$ cat src/rtl/ysyx_22040895_if_id.sv
// IF/ID stage register: two-entry skid buffer between IFU and IDU.
// It also keeps a delivered-beat counter and a saturating downstream-stall counter.
module ysyx_22040895_if_id #(
  parameter int INST_W      = 32,
  parameter int ADDR_W      = 64,
  parameter int STALL_CNT_W = 32
) (
  input  logic                   clk,
  input  logic                   rst,
  input  logic                   in_valid_i_ifid,
  output logic                   in_ready_o_ifid,
  input  logic [INST_W-1:0]      in_inst_i_ifid,
  input  logic [ADDR_W-1:0]      in_pc_i_ifid,
  input  logic                   flush_i_ifid,
  output logic                   out_valid_o_ifid,
  input  logic                   out_ready_i_ifid,
  output logic [INST_W-1:0]      out_inst_o_ifid,
  output logic [ADDR_W-1:0]      out_pc_o_ifid,
  output logic [63:0]            inst_cnt_o_ifid,
  output logic [STALL_CNT_W-1:0] stall_cnt_o_ifid
);

  typedef enum logic [1:0] {
    EMPTY = 2'd0,
    ONE   = 2'd1,
    FULL  = 2'd2
  } state_e;

  state_e                 state_q, state_d;
  logic [INST_W-1:0]      mainInst_q, mainInst_d, skidInst_q, skidInst_d;
  logic [ADDR_W-1:0]      mainPc_q, mainPc_d, skidPc_q, skidPc_d;
  logic [63:0]            instCnt_q, instCnt_d;
  logic [STALL_CNT_W-1:0] stallCnt_q, stallCnt_d;
  logic                   push, pop;

  // Handshake flags come from registered state only, so ready never sees out_ready.
  assign out_valid_o_ifid = (state_q != EMPTY);
  assign in_ready_o_ifid  = (state_q != FULL);
  assign push             = in_valid_i_ifid & in_ready_o_ifid;
  assign pop              = out_valid_o_ifid & out_ready_i_ifid;

  assign out_inst_o_ifid  = mainInst_q;
  assign out_pc_o_ifid    = mainPc_q;
  assign inst_cnt_o_ifid  = instCnt_q;
  assign stall_cnt_o_ifid = stallCnt_q;

  always_comb begin
    state_d    = state_q;
    mainInst_d = mainInst_q;
    mainPc_d   = mainPc_q;
    skidInst_d = skidInst_q;
    skidPc_d   = skidPc_q;
    instCnt_d  = instCnt_q + (pop ? 64'd1 : 64'd0);
    stallCnt_d = stallCnt_q;
    if (out_valid_o_ifid && !out_ready_i_ifid && (stallCnt_q != '1)) begin
      stallCnt_d = stallCnt_q + STALL_CNT_W'(1);
    end

    case (state_q)
      EMPTY: begin
        if (push) begin
          state_d    = ONE;
          mainInst_d = in_inst_i_ifid;
          mainPc_d   = in_pc_i_ifid;
        end
      end
      ONE: begin
        if (push && pop) begin
          mainInst_d = in_inst_i_ifid;
          mainPc_d   = in_pc_i_ifid;
        end else if (push) begin
          state_d    = FULL;
          skidInst_d = in_inst_i_ifid;
          skidPc_d   = in_pc_i_ifid;
        end else if (pop) begin
          state_d = EMPTY;
        end
      end
      FULL: begin
        if (pop) begin
          state_d    = ONE;
          mainInst_d = skidInst_q;
          mainPc_d   = skidPc_q;
        end
      end
      default: state_d = EMPTY;
    endcase

    // A redirect drops everything held and the incoming beat; data registers may keep stale values.
    if (flush_i_ifid) begin
      state_d    = EMPTY;
      mainInst_d = mainInst_q;
      mainPc_d   = mainPc_q;
      skidInst_d = skidInst_q;
      skidPc_d   = skidPc_q;
    end
  end

  always_ff @(posedge clk) begin
    if (rst) begin
      state_q    <= EMPTY;
      mainInst_q <= '0;
      mainPc_q   <= '0;
      skidInst_q <= '0;
      skidPc_q   <= '0;
      instCnt_q  <= '0;
      stallCnt_q <= '0;
    end else begin
      state_q    <= state_d;
      mainInst_q <= mainInst_d;
      mainPc_q   <= mainPc_d;
      skidInst_q <= skidInst_d;
      skidPc_q   <= skidPc_d;
      instCnt_q  <= instCnt_d;
      stallCnt_q <= stallCnt_d;
    end
  end

endmodule

$ cat config.mk
export PLATFORM = sky130hd
export DESIGN_NAME = ysyx_22040895_if_id
export DESIGN_NICKNAME = d
export VERILOG_FILES = /design/src/rtl/ysyx_22040895_if_id.sv
export SDC_FILE = /design/constraint.sdc
export NUM_CORES = 1
export LEC_CHECK = 0
export ABC_AREA = 1
export BUFFER_PORTS_ARGS = -buffer_cell sky130_fd_sc_hd__buf_2
export CAP_MARGIN = 20
export CORE_MARGIN = 3
export CORE_UTILIZATION = 49
export DETAILED_ROUTE_END_ITERATION = 10
export GPL_TIMING_DRIVEN = 0
export PLACE_DENSITY = 0.88
export SLEW_MARGIN = 15
export SYNTH_ARGS = -nofsm -noshare
export SYNTH_HDL_FRONTEND = slang
export SYNTH_SLANG_ARGS = --single-unit
export TNS_END_PERCENT = 20
$ cat constraint.sdc
create_clock -name clk -period 1.97 [get_ports clk]
set_input_delay 0.394 -clock clk [delete_from_list [all_inputs] [get_ports clk]]
set_output_delay 0.394 -clock clk [all_outputs]
set_load 0.05 [all_outputs]
==> impl_metrics.xml, run 1 <==
<?xml version="1.0" encoding="UTF-8"?>
<metrics>
  <group name="worst_hold_path">
    <metric name="timing.hold.worst.class" unit="">in2reg</metric>
    <metric name="whs_endpoint" unit="">state_q[0]$_SDFFE_PP0P_</metric>
    <metric name="holdPathStages" unit="">2</metric>
    <metric name="min-delay-start" unit="">in_valid_i_ifid</metric>
  </group>
  <group name="power">
    <metric name="power_frac_clock" unit="%">43.7</metric>
    <metric name="irDropWorstVdd" unit="mV">0.719</metric>
    <metric name="pwr-share-comb" unit="%">10.9</metric>
    <metric name="power.share.switching" unit="%">26.3</metric>
    <metric name="switching_power" unit="mW">3.55</metric>
    <metric name="cellLeakagePower" unit="nW">6.90</metric>
    <metric name="intPower" unit="mW">9.94</metric>
    <metric name="power.density_cell_area" unit="nW/um^2">809</metric>
    <metric name="pwr-share-seq" unit="%">45.4</metric>
  </group>
  <group name="timing">
    <metric name="finalSetupViolations" unit="">1</metric>
    <metric name="final_critical_path_setup_slack" unit="ps">-4.83</metric>
    <metric name="max-slew-margin-rel" unit="%">47.7</metric>
    <metric name="fin_skew" unit="ps">12.9</metric>
    <metric name="post-route-min-period" unit="ps">1970</metric>
    <metric name="finalHoldViolations" unit="">0</metric>
    <metric name="worstMarginPinSlew" unit="ps">785</metric>
    <metric name="final_min_period_over_clock_period" unit="%">100</metric>
    <metric name="setup_repair_after_global_routing_missed_its_margin" unit="">true</metric>
    <metric name="maxSlewViolCount" unit="">0</metric>
    <metric name="max_clock_freq" unit="GHz">0.506</metric>
  </group>
  <group name="placed_design">
    <metric name="placement.setup.worst_slack" unit="ps">-915</metric>
    <metric name="port_buffers" unit="">293</metric>
    <metric name="detailed_place_hpwl" unit="um">32600</metric>
    <metric name="gp_congestion" unit="">0.988</metric>
  </group>
  <group name="job">
    <metric name="timing.max_cap.violations" unit="">0</metric>
  </group>
  <group name="final_layout">
    <metric name="final_net_count" unit="">2344</metric>
    <metric name="layout_commonest_cell" unit="">nor2_1</metric>
    <metric name="layout_common_cells" unit="">nor2_1, buf_2, dfxtp_1</metric>
    <metric name="drive_above_1_share" unit="%">24.1</metric>
    <metric name="syn_to_final_growth" unit="%">26.5</metric>
    <metric name="final_core_utilization" unit="%">63.5</metric>
  </group>
  <group name="critical_path">
    <metric name="path_max_fanout" unit="">6</metric>
    <metric name="worst_r2r_endpoint" unit="">inst_cnt_o_ifid[32]$_SDFF_PP0_</metric>
    <metric name="timing.critical_path.arrival" unit="ps">2460</metric>
    <metric name="critPathLaunch" unit="">state_q[1]$_SDFFE_PP0P_</metric>
    <metric name="worstSetupEndpointType" unit="">flop</metric>
    <metric name="worst_r2r_path_depth" unit="">12</metric>
    <metric name="setup.worst_path.class" unit="">reg2reg</metric>
    <metric name="startpoint_class_of_the_critical_path" unit="">flop</metric>
    <metric name="crit_required" unit="ps">2460</metric>
    <metric name="reg2reg_setup_slack" unit="ps">-5</metric>
    <metric name="worst_r2r_startpoint" unit="">state_q[1]$_SDFFE_PP0P_</metric>
  </group>
  <group name="detailed_routing">
    <metric name="iteration_count_of_the_initial_detailed_routing_pass" unit="">5</metric>
    <metric name="antenna_violating_nets_post_route" unit="">0</metric>
    <metric name="avgViaCountPerCell" unit="">5.37</metric>
    <metric name="via_count" unit="">13900</metric>
    <metric name="route.final.wire_length" unit="um">44000</metric>
    <metric name="detail_route.iter0.violations" unit="">1050</metric>
    <metric name="post-route-drc-count" unit="">0</metric>
    <metric name="routed_wire_length_per_instance" unit="um">17.0</metric>
  </group>
  <group name="global_route">
    <metric name="vias_in_the_first_global_route" unit="">13100</metric>
    <metric name="antenna_found_initial" unit="">7</metric>
    <metric name="grt_start_max_net_pins" unit="">29</metric>
    <metric name="total_gr_overflow" unit="">0</metric>
    <metric name="global_route_wire_length_before_repair" unit="um">68200</metric>
    <metric name="grt_util_all_layers" unit="%">29.1</metric>
  </group>
  <group name="logic_synthesis">
    <metric name="synth.area.mux_share" unit="%">6.57</metric>
    <metric name="synth_top_family_by_area" unit="">simple AND/OR/NAND/NOR gates</metric>
    <metric name="synthCells" unit="">1887</metric>
    <metric name="synth.ff_latch_count" unit="">290</metric>
    <metric name="syn-cell-area" unit="um^2">13200</metric>
    <metric name="compound_cell_area_share_of_the_yosys_netlist" unit="%">12.5</metric>
    <metric name="synth_sequential_area_ratio" unit="%">44.0</metric>
    <metric name="syn_avg_cell_area" unit="um^2">6.99</metric>
    <metric name="synth_fa_ha_area_share" unit="%">0.285</metric>
    <metric name="fraction_of_the_mapped_netlist_area_in_simple_logic_gates" unit="%">29.8</metric>
    <metric name="xor_and_xnor_area_share_after_synthesis" unit="%">1.06</metric>
    <metric name="ys.warnings.count" unit="">0</metric>
    <metric name="synth_cell_types" unit="">36</metric>
    <metric name="synth_nets" unit="">1991</metric>
  </group>
  <group name="clocking">
    <metric name="cts_max_level" unit="">1</metric>
    <metric name="clock-sinks" unit="">290</metric>
    <metric name="tritoncts" unit="">built</metric>
    <metric name="hold_buffers" unit="">0</metric>
    <metric name="worst_setup_hold_path_clk_slew" unit="ps">60</metric>
    <metric name="cts_root_buffer" unit="">clkbuf_16</metric>
    <metric name="cts_made_buffers" unit="">31</metric>
    <metric name="clock_path_buffers" unit="">3</metric>
    <metric name="worst_skew_pair.late_latency" unit="ps">570</metric>
  </group>
  <group name="die">
    <metric name="width_of_the_chip" unit="um">170</metric>
    <metric name="die_area" unit="um^2">28900</metric>
    <metric name="fp.coreArea" unit="um^2">26300</metric>
    <metric name="die_height" unit="um">170</metric>
    <metric name="start_util" unit="%">50.2</metric>
    <metric name="core.rowCount" unit="">59</metric>
    <metric name="ioPinCount" unit="">295</metric>
  </group>
  <group name="status">
    <metric name="violations" unit="">negative setup slack</metric>
    <metric name="status" unit="">finished, violations left</metric>
  </group>
</metrics>
-- cells in the mapped netlist --
cell,n,area share (%)
and2_1,1,0.047
ha_1,3,0.28
nand3b_1,1,0.057
inv_1,93,2.6
mux2_2,77,6.6
o21ai_1,7,0.27
nor3_1,9,0.34
nand2_1,293,8.3
nand4_1,18,0.85
buf_6,1,0.085
nor2b_1,1,0.047
nor2_2,2,0.095
nand2_2,3,0.14
nor3b_1,3,0.17
buf_4,9,0.51
and3_1,1,0.047
xor2_1,15,1.0
o21a_1,2,0.11
xnor2_1,1,0.066
o21ai_0,230,8.7
a31oi_1,2,0.095
or2_0,3,0.14
a21oi_1,81,3.1
o21bai_1,2,0.11
clkbuf_1,54,1.5
a2111oi_0,1,0.066
nor2_1,589,17
inv_2,3,0.085
nor3_2,1,0.076
buf_2,21,0.80
nand3_1,58,2.2
dfxtp_1,290,44
nor2_4,2,0.17
nor4_4,1,0.16
or2_2,3,0.14
buf_1,6,0.17
-- registers in the layout, indices dropped and copies added, names as in the netlist --
register / count
inst_cnt_o_ifid: 64
out_pc_o_ifid: 64
skidPc_q: 64
out_inst_o_ifid: 32
skidInst_q: 32
stall_cnt_o_ifid: 32
state_q: 2
-- worst max path at each step --
stage	cells past startpoint	end	slack (ps)
5_1_grt	13	inst_cnt_o_ifid[39]$_SDFF_PP0_	-100
4_1_cts	15	inst_cnt_o_ifid[56]$_SDFF_PP0_	-120
6_report	12	inst_cnt_o_ifid[32]$_SDFF_PP0_	-5
3_3_place_gp	16	inst_cnt_o_ifid[56]$_SDFF_PP0_	-880
3_5_place_dp	16	inst_cnt_o_ifid[56]$_SDFF_PP0_	-910
2_1_floorplan	15	inst_cnt_o_ifid[56]$_SDFF_PP0_	-40
-- metal layers --
metal  track usage, %  vias up  wire length, um
li1                 -     6802                -
met1             34.9     6388            17300
met2             50.1      634            21200
met3             7.64      109             3990
met4             11.0        6             1430
met5                0        -               41
-- what timing repair did --
action                                  4_1_cts  5_1_grt
gates resized for setup                      56       49
setup buffers                                20        9
endpoints found under the setup margin      183      144
pin swaps                                    18       19
gates cloned                                  0        1
-- stage by stage --
step                hold slack [ps]  area, um^2  power [mW]  setup TNS (ps)  instances
finish                         89.0       16700        13.5           -4.83       2598
global route                   72.5       16700        13.9           -1430       2597
CTS                            62.4       16400        13.6           -1710       2585
detailed placement              439       15100        7.69          -48550       2515
global placement                435       15100        7.65          -41840       2515
floorplan                       425       13200        7.22           -42.8       1887
-- power by group through the flow --
stage / Sequential (mW) / Combinational, mW / Clock, mW
CTS: 6.13 / 1.46 / 5.98
global route: 6.14 / 1.59 / 6.18
global placement: 6.24 / 1.41 / 0
detailed placement: 6.25 / 1.44 / 0
finish: 6.13 / 1.47 / 5.89
floorplan: 6.73 / 0.489 / 0
-- logic make-up (layout without fill, tap and decap cells) --
group / count (synthesis) / in the layout
AOI/OAI and AO/OA: 325 / 325
xor gates and xnor gates: 16 / 16
adders and majority gates: 3 / 3
buffers and inverters: 187 / 559
DFF: 290 / 290
muxes: 77 / 77
other: 0 / 4
and+or+nand+nor: 989 / 989
-- worst max-delay path, stage by stage, from the launching register on --
cell and delay (ps):
dfxtp_4 380, nor2_4 50, nor2_4 140, ha_4 170, ha_4 160, nand3_4 110
inv_4 90, nand2_4 50, nor2_4 160, buf_6 170, nand2_2 60, or2_0 230
a21oi_1 120
-- cell type report --
cell class / instances / area (um^2)
antenna: 4 / 10.0
buffer: 88 / 422
clock buffer: 44 / 885
clock inverter: 8 / 134
fill: 2283 / 9600
inverter: 96 / 368
multi-input combinational: 1410 / 6880
sequential: 290 / 5820
tap: 335 / 419
timing repair buffer: 323 / 1750
Power figures use the tool's default switching activity.
==> run 2, diff against run 1 <==
--- a/config.mk
+++ b/config.mk
@@ -5,11 +5,10 @@
 export SDC_FILE = /design/constraint.sdc
 export NUM_CORES = 1
 export LEC_CHECK = 0
-export ABC_AREA = 1
 export BUFFER_PORTS_ARGS = -buffer_cell sky130_fd_sc_hd__buf_2
 export CAP_MARGIN = 20
 export CORE_MARGIN = 3
-export CORE_UTILIZATION = 49
+export CORE_UTILIZATION = 48
 export DETAILED_ROUTE_END_ITERATION = 10
 export GPL_TIMING_DRIVEN = 0
 export PLACE_DENSITY = 0.88
==> impl_metrics.xml, run 2 <==
<?xml version="1.0" encoding="UTF-8"?>
<metrics>
  <group name="detailed_routing">
    <metric name="routed-wl-met3" unit="um">3200</metric>
    <metric name="wl_met1" unit="um">14600</metric>
    <metric name="detail_route.iter0.violations" unit="">1018</metric>
    <metric name="topRoutingLayerUsed" unit="">met5</metric>
    <metric name="post-route-drc-count" unit="">0</metric>
    <metric name="antenna_violating_nets_post_route" unit="">0</metric>
    <metric name="route.final.wire_length" unit="um">38300</metric>
    <metric name="met2_wirelength" unit="um">18600</metric>
    <metric name="routed_wire_length_per_instance" unit="um">17.9</metric>
    <metric name="iteration_count_of_the_initial_detailed_routing_pass" unit="">6</metric>
    <metric name="avgViaCountPerCell" unit="">5.72</metric>
    <metric name="via_count" unit="">12200</metric>
  </group>
  <group name="final_layout">
    <metric name="drive_above_1_share" unit="%">31.9</metric>
    <metric name="layout_commonest_cell" unit="">buf_2</metric>
    <metric name="syn_to_final_growth" unit="%">32.1</metric>
    <metric name="final_core_utilization" unit="%">65.3</metric>
    <metric name="final_net_count" unit="">1884</metric>
    <metric name="layout_common_cells" unit="">buf_2, nand2_1, dfxtp_1</metric>
  </group>
  <group name="placed_design">
    <metric name="detailed_place_hpwl" unit="um">26400</metric>
    <metric name="port_buffers" unit="">294</metric>
    <metric name="gp_congestion" unit="">0.900</metric>
  </group>
  <group name="power">
    <metric name="irDropWorstVdd" unit="mV">0.768</metric>
    <metric name="intPower" unit="mW">9.62</metric>
    <metric name="power.density_cell_area" unit="nW/um^2">819</metric>
    <metric name="power_frac_clock" unit="%">41.5</metric>
    <metric name="switching_power" unit="mW">3.55</metric>
    <metric name="pwr-share-seq" unit="%">46.6</metric>
    <metric name="cellLeakagePower" unit="nW">7.06</metric>
    <metric name="power.share.switching" unit="%">26.9</metric>
    <metric name="pwr-share-comb" unit="%">11.8</metric>
  </group>
  <group name="logic_synthesis">
    <metric name="ys.warnings.count" unit="">0</metric>
    <metric name="syn-cell-area" unit="um^2">12200</metric>
    <metric name="synth_nets" unit="">1509</metric>
    <metric name="largest_area_contributor_in_the_netlist" unit="">dfxtp_1</metric>
    <metric name="synth_top_area_share" unit="%">47.7</metric>
    <metric name="synth_most_common_cell" unit="">dfxtp_1</metric>
    <metric name="netlist_top_cells_area" unit="">dfxtp_1, mux2i_1, nand2_1</metric>
    <metric name="synth_sequential_area_ratio" unit="%">47.7</metric>
    <metric name="synth.ff_latch_count" unit="">290</metric>
    <metric name="synth_enable_flop_cells" unit="">0</metric>
    <metric name="synthCells" unit="">1405</metric>
    <metric name="asyncSetResetFlopFracSynth" unit="%">0</metric>
    <metric name="synth_commonest_cells" unit="">dfxtp_1, nand2_1, nor2_1, a21oi_1, a211oi_1</metric>
    <metric name="synth-main-ff-cell" unit="">dfxtp_1</metric>
    <metric name="synth_cell_types" unit="">59</metric>
    <metric name="syn_avg_cell_area" unit="um^2">8.66</metric>
  </group>
  <group name="clocking">
    <metric name="clock_path_buffers" unit="">3</metric>
    <metric name="cts_max_level" unit="">1</metric>
    <metric name="cts_root_buffer" unit="">clkbuf_16</metric>
    <metric name="worst_skew_pair.late_latency" unit="ps">570</metric>
    <metric name="clock-sinks" unit="">290</metric>
    <metric name="worst_setup_hold_path_clk_slew" unit="ps">60</metric>
    <metric name="cts_made_buffers" unit="">30</metric>
    <metric name="tritoncts" unit="">built</metric>
  </group>
  <group name="worst_hold_path">
    <metric name="timing.hold.worst.class" unit="">in2reg</metric>
  </group>
  <group name="die">
    <metric name="fp.coreArea" unit="um^2">24600</metric>
    <metric name="core.rowCount" unit="">57</metric>
    <metric name="start_util" unit="%">49.4</metric>
    <metric name="ioPinCount" unit="">295</metric>
    <metric name="die_height" unit="um">165</metric>
    <metric name="width_of_the_chip" unit="um">165</metric>
    <metric name="die_area" unit="um^2">27300</metric>
  </group>
  <group name="status">
    <metric name="status" unit="">finished, violations left</metric>
    <metric name="violations" unit="">negative setup slack</metric>
  </group>
  <group name="timing">
    <metric name="maxSlewViolCount" unit="">0</metric>
    <metric name="post-route-min-period" unit="ps">2180</metric>
    <metric name="finalSetupViolations" unit="">64</metric>
    <metric name="fin_skew" unit="ps">21.4</metric>
    <metric name="setup_repair_after_global_routing_missed_its_margin" unit="">true</metric>
    <metric name="final_min_period_over_clock_period" unit="%">111</metric>
    <metric name="worstMarginPinSlew" unit="ps">777</metric>
    <metric name="final_critical_path_setup_slack" unit="ps">-211</metric>
    <metric name="totalNegativeSetupSlack" unit="ps">-4580</metric>
    <metric name="finalHoldViolations" unit="">0</metric>
    <metric name="max-slew-margin-rel" unit="%">48.2</metric>
    <metric name="max_clock_freq" unit="GHz">0.459</metric>
  </group>
  <group name="global_route">
    <metric name="total_gr_overflow" unit="">0</metric>
    <metric name="antenna_found_initial" unit="">9</metric>
    <metric name="grt_start_max_net_pins" unit="">17</metric>
    <metric name="vias_in_the_first_global_route" unit="">11500</metric>
    <metric name="grt_util_all_layers" unit="%">26.0</metric>
    <metric name="global_route_wire_length_before_repair" unit="um">57900</metric>
  </group>
  <group name="critical_path">
    <metric name="setup.worst_path.class" unit="">reg2reg</metric>
    <metric name="worstSetupEndpointType" unit="">flop</metric>
    <metric name="path_max_fanout" unit="">6</metric>
    <metric name="startpoint_class_of_the_critical_path" unit="">flop</metric>
    <metric name="crit_required" unit="ps">2450</metric>
    <metric name="timing.critical_path.arrival" unit="ps">2660</metric>
  </group>
  <group name="job">
    <metric name="timing.max_cap.violations" unit="">0</metric>
  </group>
</metrics>
run 2: power by group through the flow:
stage | combinational [mW] | clock, mW | sequential [mW]
4_1_cts | 1.55 | 5.53 | 6.14
6_report | 1.56 | 5.47 | 6.14
3_3_place_gp | 1.48 | 0 | 6.26
2_1_floorplan | 0.464 | 0 | 6.82
5_1_grt | 1.66 | 5.82 | 6.15
3_5_place_dp | 1.51 | 0 | 6.27
run 2: final cells by class:
class / instances / area [um^2]
Sequential cell: 290 / 5910
Timing Repair Buffer: 345 / 1910
Clock buffer: 48 / 878
Clock inverter: 4 / 70.1
Inverter: 12 / 45.0
Buffer: 92 / 551
Antenna cell: 11 / 27.5
Fill cell: 1921 / 8540
Multi-Input combinational cell: 1009 / 6270
Tap cell: 324 / 405
run 2: cells by family after synthesis:
family	Yosys count	share of synthesized area, %
and+or+nand+nor	563	21.8
muxes	100	8.26
xor gates and xnor gates	48	3.46
buffers and inverters	107	3.68
DFF	290	47.7
AOI/OAI and AO/OA	294	14.7
adders and majority gates	3	0.309
run 2: routing by layer:
layer,global-route usage [%],up-vias
met3,5.96,128
li1,-,5705
met5,0,-
met4,12.0,6
met1,31.0,5808
met2,44.3,566
run 2: repair_timing:
| item | 4_1_cts | 5_1_grt |
|---|---|---|
| gates resized for setup | 99 | 68 |
| setup buffers | 21 | 28 |
| pin swaps | 41 | 33 |
| endpoints found under the hold margin | 0 | 0 |
| endpoints found under the setup margin | 265 | 241 |
| hold buffers | 0 | 0 |
| cloned | 2 | 3 |
run 2: final timing paths:
check	start	slack (ps)	cells past startpoint	to
setup reg to reg	state_q[0]$_SDFFE_PP0P_	-210	9	inst_cnt_o_ifid[59]$_SDFF_PP0_
hold / removal	in_pc_i_ifid[27]	70	3	skidPc_q[27]$_SDFFE_PP0P_
hold reg to reg	skidPc_q[22]$_SDFFE_PP0P_	450	2	skidPc_q[22]$_SDFFE_PP0P_
setup / recovery	state_q[0]$_SDFFE_PP0P_	-210	9	inst_cnt_o_ifid[59]$_SDFF_PP0_
run 2: metrics by stage:
stage          cells  hold slack (ps)  power, mW  setup WS (ps)  area (um^2)
3_3_place_gp    2023              440       7.74           -760        14200
5_1_grt         2130             67.5       13.6           -271        16100
4_1_cts         2096             58.6       13.2           -300        15600
2_1_floorplan   1405              433       7.29           -313        12300
6_report        2135             73.5       13.2           -211        16100
3_5_place_dp    2023              446       7.78           -730        14200
run 2: worst max-delay path, cell delays in order, from the launching register on:
cell     delay, ps
dfxtp_4        360
or2_4          120
and2_4         150
ha_4           140
and4_4         240
nor2b_4        180
nand4_1        180
buf_6          200
or4_4          410
a21oi_2        130
